===== config.mk =====
export PLATFORM = sky130hd
export DESIGN_NAME = line_scheduler
export DESIGN_NICKNAME = d
export VERILOG_FILES = /design/src/rtl/line_scheduler.sv
export SDC_FILE = /design/constraint.sdc
export NUM_CORES = 1
export LEC_CHECK = 0
export CAP_MARGIN = 10
export CORE_ASPECT_RATIO = 1.2
export CORE_UTILIZATION = 60
export DETAILED_ROUTE_END_ITERATION = 6
export PLACE_DENSITY = 0.89
export SLEW_MARGIN = 0
export SYNTH_ARGS = -nofsm -noshare
export SYNTH_HDL_FRONTEND = slang
export SYNTH_SLANG_ARGS = --single-unit

===== constraint.sdc =====
create_clock -name sys_clk -period 4.7 [get_ports sys_clk]
set_input_delay 1.175 -clock sys_clk [delete_from_list [all_inputs] [get_ports sys_clk]]
set_output_delay 1.175 -clock sys_clk [all_outputs]
set_load 0.01 [all_outputs]

===== src/rtl/line_scheduler.sv =====
// line_scheduler: measures the rotor period between opto frame pulses and
// spreads LINES evenly spaced line strobes over each revolution.
// Optional FIFO-underrun handling is enabled by defining LINE_SCHED_UNDERRUN_EN.
// Ports:
//   sys_clk, global_rst (sync, active-high)
//   frame_pulse, fifo_ready            : inputs
//   line_pulse, line_idx, frame_start  : line strobe outputs
//   period_o                           : last accepted period
//   running, stalled                   : scheduler state
//   line_skip, underrun_cnt            : starvation reporting
module line_scheduler #(
  parameter int LINES      = 360,
  parameter int CNT_W      = 24,
  parameter int LIDX_W     = 9,
  parameter int MIN_PERIOD = 4096
) (
  input  logic              sys_clk,
  input  logic              global_rst,
  input  logic              frame_pulse,
  input  logic              fifo_ready,
  output logic              line_pulse,
  output logic [LIDX_W-1:0] line_idx,
  output logic              frame_start,
  output logic [CNT_W-1:0]  period_o,
  output logic              running,
  output logic              stalled,
  output logic              line_skip,
  output logic [7:0]        underrun_cnt
);

  localparam int EW = LIDX_W + 1;
  localparam logic [EW-1:0]  LINES_E = EW'(LINES);
  localparam logic [CNT_W:0] LINES_C = (CNT_W+1)'(LINES);
  localparam logic [CNT_W:0] MIN_C   = (CNT_W+1)'(MIN_PERIOD);

  typedef enum logic [1:0] {
    IDLE  = 2'd0,
    MEAS  = 2'd1,
    RUN   = 2'd2,
    STALL = 2'd3
  } state_t;

  state_t             state_q, state_d;
  logic [CNT_W-1:0]   frame_cnt_q, frame_cnt_d;
  logic [CNT_W-1:0]   period_q, period_d;
  logic [CNT_W-1:0]   acc_q, acc_d;
  logic [EW-1:0]      emitted_q, emitted_d;
  logic [LIDX_W-1:0]  line_idx_q, line_idx_d;
  logic               line_pulse_q, line_pulse_d;
  logic               frame_start_q, frame_start_d;

  logic               cnt_sat;
  logic [CNT_W:0]     cnt_p1;
  logic [CNT_W-1:0]   period_new;
  logic               accept;
  logic               to_stall;
  logic               pulse_edge;
  logic               step;
  logic               due;
  logic [CNT_W:0]     acc_sum;
  logic [CNT_W-1:0]   acc_sub;

`ifdef LINE_SCHED_UNDERRUN_EN
  logic               line_skip_q, line_skip_d;
  logic [7:0]         underrun_q, underrun_d;
`else
  logic               unused_fifo_ready;
  assign unused_fifo_ready = fifo_ready;
`endif

  always_comb begin
    state_d       = state_q;
    period_d      = period_q;
    acc_d         = acc_q;
    emitted_d     = emitted_q;
    line_idx_d    = line_idx_q;
    pulse_edge    = 1'b0;
    step          = 1'b0;
    due           = 1'b0;

    cnt_sat    = &frame_cnt_q;
    cnt_p1     = {1'b0, frame_cnt_q} + 1'b1;
    // A saturated counter means the period no longer fits; clamp it.
    period_new = cnt_sat ? '1 : cnt_p1[CNT_W-1:0];
    accept     = frame_pulse &&
                 ((state_q == IDLE) || (state_q == STALL) ||
                  (cnt_p1 >= MIN_C));
    to_stall   = cnt_sat || (cnt_p1 >= {period_q, 1'b0});

    if (accept)       frame_cnt_d = '0;
    else if (cnt_sat) frame_cnt_d = frame_cnt_q;
    else              frame_cnt_d = cnt_p1[CNT_W-1:0];

    unique case (state_q)
      IDLE: begin
        if (accept) state_d = MEAS;
      end
      MEAS: begin
        if (accept) begin
          state_d    = RUN;
          period_d   = period_new;
          pulse_edge = 1'b1;
        end
      end
      RUN: begin
        if (accept) begin
          period_d   = period_new;
          pulse_edge = 1'b1;
        end else if (to_stall) begin
          state_d = STALL;
        end else begin
          step = 1'b1;
        end
      end
      STALL: begin
        if (accept) state_d = MEAS;
      end
      default: state_d = IDLE;
    endcase

    // Bresenham-style divider: acc carries the remainder so the
    // line spacing error never accumulates across a revolution.
    acc_sum = {1'b0, acc_q} + LINES_C;
    acc_sub = acc_sum[CNT_W-1:0] - period_q;

    if (pulse_edge) begin
      acc_d      = '0;
      emitted_d  = EW'(1);
      line_idx_d = '0;
      due        = 1'b1;
    end else if (step && (emitted_q < LINES_E)) begin
      if (acc_sum >= {1'b0, period_q}) begin
        acc_d      = acc_sub;
        emitted_d  = emitted_q + 1'b1;
        line_idx_d = line_idx_q + 1'b1;
        due        = 1'b1;
      end else begin
        acc_d = acc_sum[CNT_W-1:0];
      end
    end

`ifdef LINE_SCHED_UNDERRUN_EN
    line_pulse_d = due && fifo_ready;
    line_skip_d  = due && !fifo_ready;
    underrun_d   = underrun_q;
    if (line_skip_d && (underrun_q != 8'hFF))
      underrun_d = underrun_q + 1'b1;
`else
    line_pulse_d = due;
`endif
    frame_start_d = pulse_edge && line_pulse_d;
  end

  always_ff @(posedge sys_clk) begin
    if (global_rst) begin
      state_q       <= IDLE;
      frame_cnt_q   <= '0;
      period_q      <= '0;
      acc_q         <= '0;
      emitted_q     <= '0;
      line_idx_q    <= '0;
      line_pulse_q  <= 1'b0;
      frame_start_q <= 1'b0;
    end else begin
      state_q       <= state_d;
      frame_cnt_q   <= frame_cnt_d;
      period_q      <= period_d;
      acc_q         <= acc_d;
      emitted_q     <= emitted_d;
      line_idx_q    <= line_idx_d;
      line_pulse_q  <= line_pulse_d;
      frame_start_q <= frame_start_d;
    end
  end

`ifdef LINE_SCHED_UNDERRUN_EN
  always_ff @(posedge sys_clk) begin
    if (global_rst) begin
      line_skip_q <= 1'b0;
      underrun_q  <= '0;
    end else begin
      line_skip_q <= line_skip_d;
      underrun_q  <= underrun_d;
    end
  end

  assign line_skip    = line_skip_q;
  assign underrun_cnt = underrun_q;
`else
  assign line_skip    = 1'b0;
  assign underrun_cnt = 8'd0;
`endif

  assign line_pulse  = line_pulse_q;
  assign frame_start = frame_start_q;
  assign line_idx    = line_idx_q;
  assign period_o    = period_q;
  assign running     = (state_q == RUN);
  assign stalled     = (state_q == STALL);

endmodule


# Yosys cells after proc, flatten, opt, wreduce, memory -nomap -nowiden
# Cells that the tools add are included.
word_totals:
  reg_bits: 95
  inputBits: 4
op_classes:
  n_addsub: 5
  magnitude_cmp: 4
  n_eq_ne: 7
  mux: 18
  reduce_logical: 18
op_table:
  columns: ["operator", "n"]
  rows:
  - ["two-way mux 24 bit", 2]
  - ["adder 24 x 1 -> 25 bit, second input constant", 1]
  - ["adder 24 x 9 -> 25 bit, second input constant", 1]
  - [">= comparator 25 x 13 -> 1 bit, second input constant", 1]
  - [">= comparator 25 x 24 -> 1 bit", 1]
  - [">= comparator 25 bit", 1]
  - ["AND reduction 24 bit", 1]
  - ["subtractor 24 bit", 1]
  - ["two-way mux 1 bit", 11]
  - ["adder 10 x 1 -> 10 bit, second input constant", 1]
  - ["< comparator 10 x 9 -> 1 bit, second input constant", 1]
  - ["adder 9 x 1 -> 9 bit, second input constant", 1]
  - ["two-way mux 2 bit", 4]
  - ["OR reduction 2 bit", 4]
  - ["one-hot mux 2 bit (3 select lines)", 1]
  - ["AND reduction 2 bit", 3]
  - ["equality test 2 bit, second input constant", 2]
  - ["!= test 2 x 1 -> 1 bit, second input constant", 2]
  - ["!= test 2 bit, second input constant", 2]
  - ["AND reduction 4 bit", 1]
  - ["nonzero test 2 bit", 2]
  - ["logical AND 1 bit", 3]
  - ["logical OR 1 bit", 3]
  - ["equality test 2 x 1 -> 1 bit, second input constant", 1]
  - ["logical NOT 2 bit", 1]

# Depth between registers and ports, before layout
# Gate-level depths: netlist (run 1).
logic_depth:
  depth_word: 10
  depth_mapped: 17
  depth_no_buf: 15

# Worst setup path after synthesis (run 1)
# Ideal clock, no wire load.
synth_timing:
  path_type: "reg2reg"
  from: "register frame_cnt_q[0]"
  to: "register emitted_q[4]"
  setup_ps: 70
  arrival_ps: 3922
  t_required_ps: 4630
  path_slack_ps: 708
  stages_incl_launch_ff: 16
  synth_period_minus_slack_ps: 3992
  cell_sequence: "dfxtp_1 -> ha_1 -> nand4_1 -> nor4_4 -> nand3_1 -> inv_1 -> clkbuf_1 -> ha_1 -> and4_1 -> a2111oi_0 -> nand3_1 -> nor2_1 -> o211ai_4 -> buf_6 -> or4_1 -> a21oi_1"
synth_via:
  elab_chain_len: 8
  elab_cells_between_ends: 15
synth_rtl:
  columns: ["element", "line", "rtl"]
  rows:
  - ["from (decl)", "44", "logic [CNT_W-1:0] frame_cnt_q, frame_cnt_d;"]
  - ["from (signal assigned)", "166", "frame_cnt_q <= frame_cnt_d;"]
  - ["adder 24 x 1 -> 25 bit", "82", "cnt_p1 = {1'b0, frame_cnt_q} + 1'b1;"]
  - [">= comparator 25 bit / >= comparator 25 x 13 -> 1 bit (equally long branches)", "88, 87", null]
  - ["logical OR 1 bit, on equally long branches", "88, 86", null]
  - ["two-way mux 1 bit / logical AND 1 bit (equally long branches)", "109, 85", null]
  - ["two-way mux 1 bit", "106", "if (accept) begin"]
  - ["two-way mux 1 bit", "94", "unique case (state_q)"]
  - ["logical AND 1 bit", "131", "end else if (step && (emitted_q < LINES_E)) begin"]
  - ["AND reduction 2 bit (no line)", null, null]
  - ["to (signal assigned)", "169", "emitted_q <= emitted_d;"]
  - ["to (decl)", "47", "logic [EW-1:0] emitted_q, emitted_d;"]
# Several ways; a longest one is shown, not always the timed one.
# A chain may end at the register's enable or synchronous reset.

# Worst setup path in the final report (run 1)
layout_timing:
  from: "register acc_q[3]"
  to: "register acc_q[22]"
layout_via:
  elab_chain_len: 3
  elab_cells_between_ends: 4
layout_rtl:
  columns: ["element", "line", "rtl"]
  rows:
  - ["from (decl)", "46", "logic [CNT_W-1:0] acc_q, acc_d;"]
  - ["from (signal assigned)", "159", "acc_q <= '0;"]
  - ["from (signal assigned)", "168", "acc_q <= acc_d;"]
  - ["adder 24 x 9 -> 25 bit *", "123", "acc_sum = {1'b0, acc_q} + LINES_C;"]
  - ["subtractor 24 bit / >= comparator 25 x 24 -> 1 bit (equally long branches)", "124, 132", null]
  - ["two-way mux 24 bit *", "132", "if (acc_sum >= {1'b0, period_q}) begin"]
# Every way passes the cells marked *; elsewhere a longest branch is shown, timed or not.

==> results of run 1 <==
[what timing repair did]
item                                    in CTS  in global routing
buffers inserted                             0                  0
endpoints found under the setup margin       2                 17
gates resized for setup                      1                  3
gates cloned                                 0                  0
[how the worst max path moves through the flow]
stage | to | slack (ps) | cells past startpoint
after global routing | acc_q[22]$_SDFFE_PP0N_ | 40 | 14
final | acc_q[22]$_SDFFE_PP0N_ | 260 | 16
after floorplan | emitted_q[4]$_SDFFE_PP0P_ | 710 | 15
after detailed placement | acc_q[3]$_SDFFE_PP0N_ | 40 | 14
after CTS | acc_q[22]$_SDFFE_PP0N_ | 110 | 15
after global placement | acc_q[3]$_SDFFE_PP0N_ | 200 | 14
[area by class of cell]
cell class	instances	area share
well taps	129	0.0215
clock buffers	10	0.0318
flip-flops and latches	95	0.253
multi-input cells	656	0.590
inverters	50	0.0250
repair buffers	58	0.0726
clock inverters	6	0.00583
[power groups by stage]
stage / combinational [mW] / sequential, mW / clock, mW
2_1_floorplan: 2.83 / 1.12 / 0
3_3_place_gp: 3.76 / 1.11 / 0
3_5_place_dp: 3.86 / 1.11 / 0
4_1_cts: 3.92 / 1.10 / 0.716
5_1_grt: 4.40 / 1.12 / 0.743
6_report: 4.03 / 1.10 / 0.717
[layer usage]
metal  GRT usage  vias to the layer above
li1            -                     3094
met5           0                        -
met2       0.493                      217
met4       0.162                        0
met3      0.0362                       52
met1       0.351                     2974
[synth_stat cells, types with 12 or more instances]
cell      count
a21oi_1      61
nand2_1      60
nor3_1       14
nor2_1      109
dfxtp_1      95
o211ai_1     12
a211oi_1     29
xnor2_1      42
o21ai_0      35
inv_1        50
ha_1         54
clkbuf_1     29
nand3_1      31
xor2_1       20
mux2i_1      12
and3_1       12
nand4_1      20
[sequential cells by signal (all words and copies together), names as in the netlist]
name / flops
period_o: 24
frame_cnt_q: 24
line_pulse: 1
frame_start: 1
line_idx: 9
state_q: 2
emitted_q: 10
acc_q: 24
[cells by family (layout without fill, tap and decap cells)]
family | after synthesis | in the layout | share of synthesized area
compound gates | 216 | 216 | 0.223
mux | 12 | 12 | 0.0180
buf+inv | 95 | 124 | 0.0604
xor+xnor | 62 | 62 | 0.0815
flops | 95 | 95 | 0.285
fa+ha+maj | 56 | 56 | 0.106
other cells | 1 | 9 | 0.000563
simple gates | 301 | 301 | 0.225
==> impl_metrics.toml, run 1 <==
[global_route]
grt_pass1_wl_um = 27200
overflow = 0
antenna_found_initial = 0
first_global_vias = 5992
track_usage = 0.289
grt_start_max_net_pins = 49

[worst_setup_path]
worst_path_dominant_cell_family = "simple AND/OR/NAND/NOR gates"
reg2reg_to = "acc_q[22]$_SDFFE_PP0N_"
critPathLaunch = "acc_q[3]$_SDFFE_PP0N_"
required_ps = 5000
worst-endpoint-arrival_ps = 4740
regToRegSetupSlack_ps = 260
worstReg2RegStart = "acc_q[3]$_SDFFE_PP0N_"
cp-start-kind = "register"
cp_slowest_stage_delay_ps = 610
ff2ff_path_depth = 16
endpoint_kind = "register"
crit_buf_inv = 2
path_cells = "ha_1 > or3_1 > a21oi_1 > buf_4 > nor2_1 > nand2_1 > xnor2_1 > ha_1 > nand4_1 > or4_1 > o21ai_0 > a31oi_1 > buf_4 > or4b_2 > o211a_1 > a21oi_1"
cp_slowest_cell = "or4b_2"
critPathKind = "reg -> reg"
cp_max_fo = 8

[timing]
min_period_ps = 4440
hold_violations = 0
setup_ws_ps = 257
setup_tns_ps = 0
maxSlewHeadroom = 0.304
fmax_mhz = 225
fin_crit_sh = 0.945
worstMarginPinSlew_ps = 1040
drv_slew = 0
clock_skew_ps = 9.46
setup_viol = 0
hold_slack_ps = 463
rsz0062_at_grt = "false"

[min_path]
min_from = "emitted_q[9]$_SDFFE_PP0P_"
holdPathStages = 1
hold_end = "emitted_q[9]$_SDFFE_PP0P_"
worst_hold_path_type = "reg -> reg"

[finish]
seq_area_um2 = 1900
antennaDiodeCount = 0
fillers = 841
final_cell_mix = "nor2_1, dfxtp_1, a21oi_1, nand2_1, ha_1"
drive_above_1_share = 0.0617
area_growth_pct = 12.7
layout_commonest_cell = "nor2_1"
fin_area_um2 = 7520
multi_input_area_um2 = 4440
final_util = 0.704
layout.cells.non_filler = 1004
fin_nets = 929

[outcome]
status = "completed"

[placed_design]
port_buffers = 39
pre_cts_ws_ps = 40.6
gp_congestion = 0.886
dpl.hpwl_um = 11700
dpl_cell_area_um2 = 7210
dp.cells = 988

[yosys]
ys_seq_area_frac = 0.285
async_flop_share = 0
synth_cells = 838
yosysUniqueCellTypes = 63
ys_warn_count = 0
synth_edf_count = 0
avgSynthCellArea_um2 = 7.96
synth_top_area_frac = 0.285
synthTopCellsByArea = "dfxtp_1, ha_1, nor2_1, xnor2_1, a21oi_1"
synth_top_area_cell = "dfxtp_1"
ys_ff_latch = 95
syn-cell-area_um2 = 6670
synth_flop_cell = "dfxtp_1"

[route]
drc = 0
vias_per_cell = 6.31
drt-wirelength-per-cell_um = 16.4
dr.pass1.iters = 7
drt_iter0_drc = 458
wl_um = 16500
topRoutingLayerUsed = "met4"
wl_met2_um = 7990
wl_met1_um = 7040
num_vias = 6337
route.met3.wl_um = 843
ant_nets = 0

[cts]
cts_buffers = 9
cts_sinks = 95
cts_tree = "built"
root_buffer = "clkbuf_16"
cts_buffer_depth = 2
cts-hold-fix-buffers = 0
worst_skew_pair.late_latency_ps = 360
clkSlewWorstSetupHoldPaths_ps = 70
htreeDepth = 3

[power_and_ir_drop]
internal-power_mw = 2.92
seq_power_share = 0.189
p_per_area_nw_per_um2 = 779
swShare = 0.501
power_frac_comb = 0.689
vdd_drop_max_v = 0.000497
p_leak_nw = 2.98
clkPwrFrac = 0.122
totalPowerFinal_mw = 5.85
switchingPower_mw = 2.93

[floorplanning]
die_h_um = 117
core.rowCount = 41
design.core.area_um2 = 10700
top_level_ports = 50
start_util = 0.625
die-area_um2 = 11500
die_w_um = 98.2

[run]
maxCapViolCount = 0
No activity file was read; power rests on OpenSTA's default activity.
==> run 2, diff against run 1 <==
- ABC_AREA: default -> 0
==> results of run 2 <==
Final layout, timing and power as in run 1 (identical DEF).
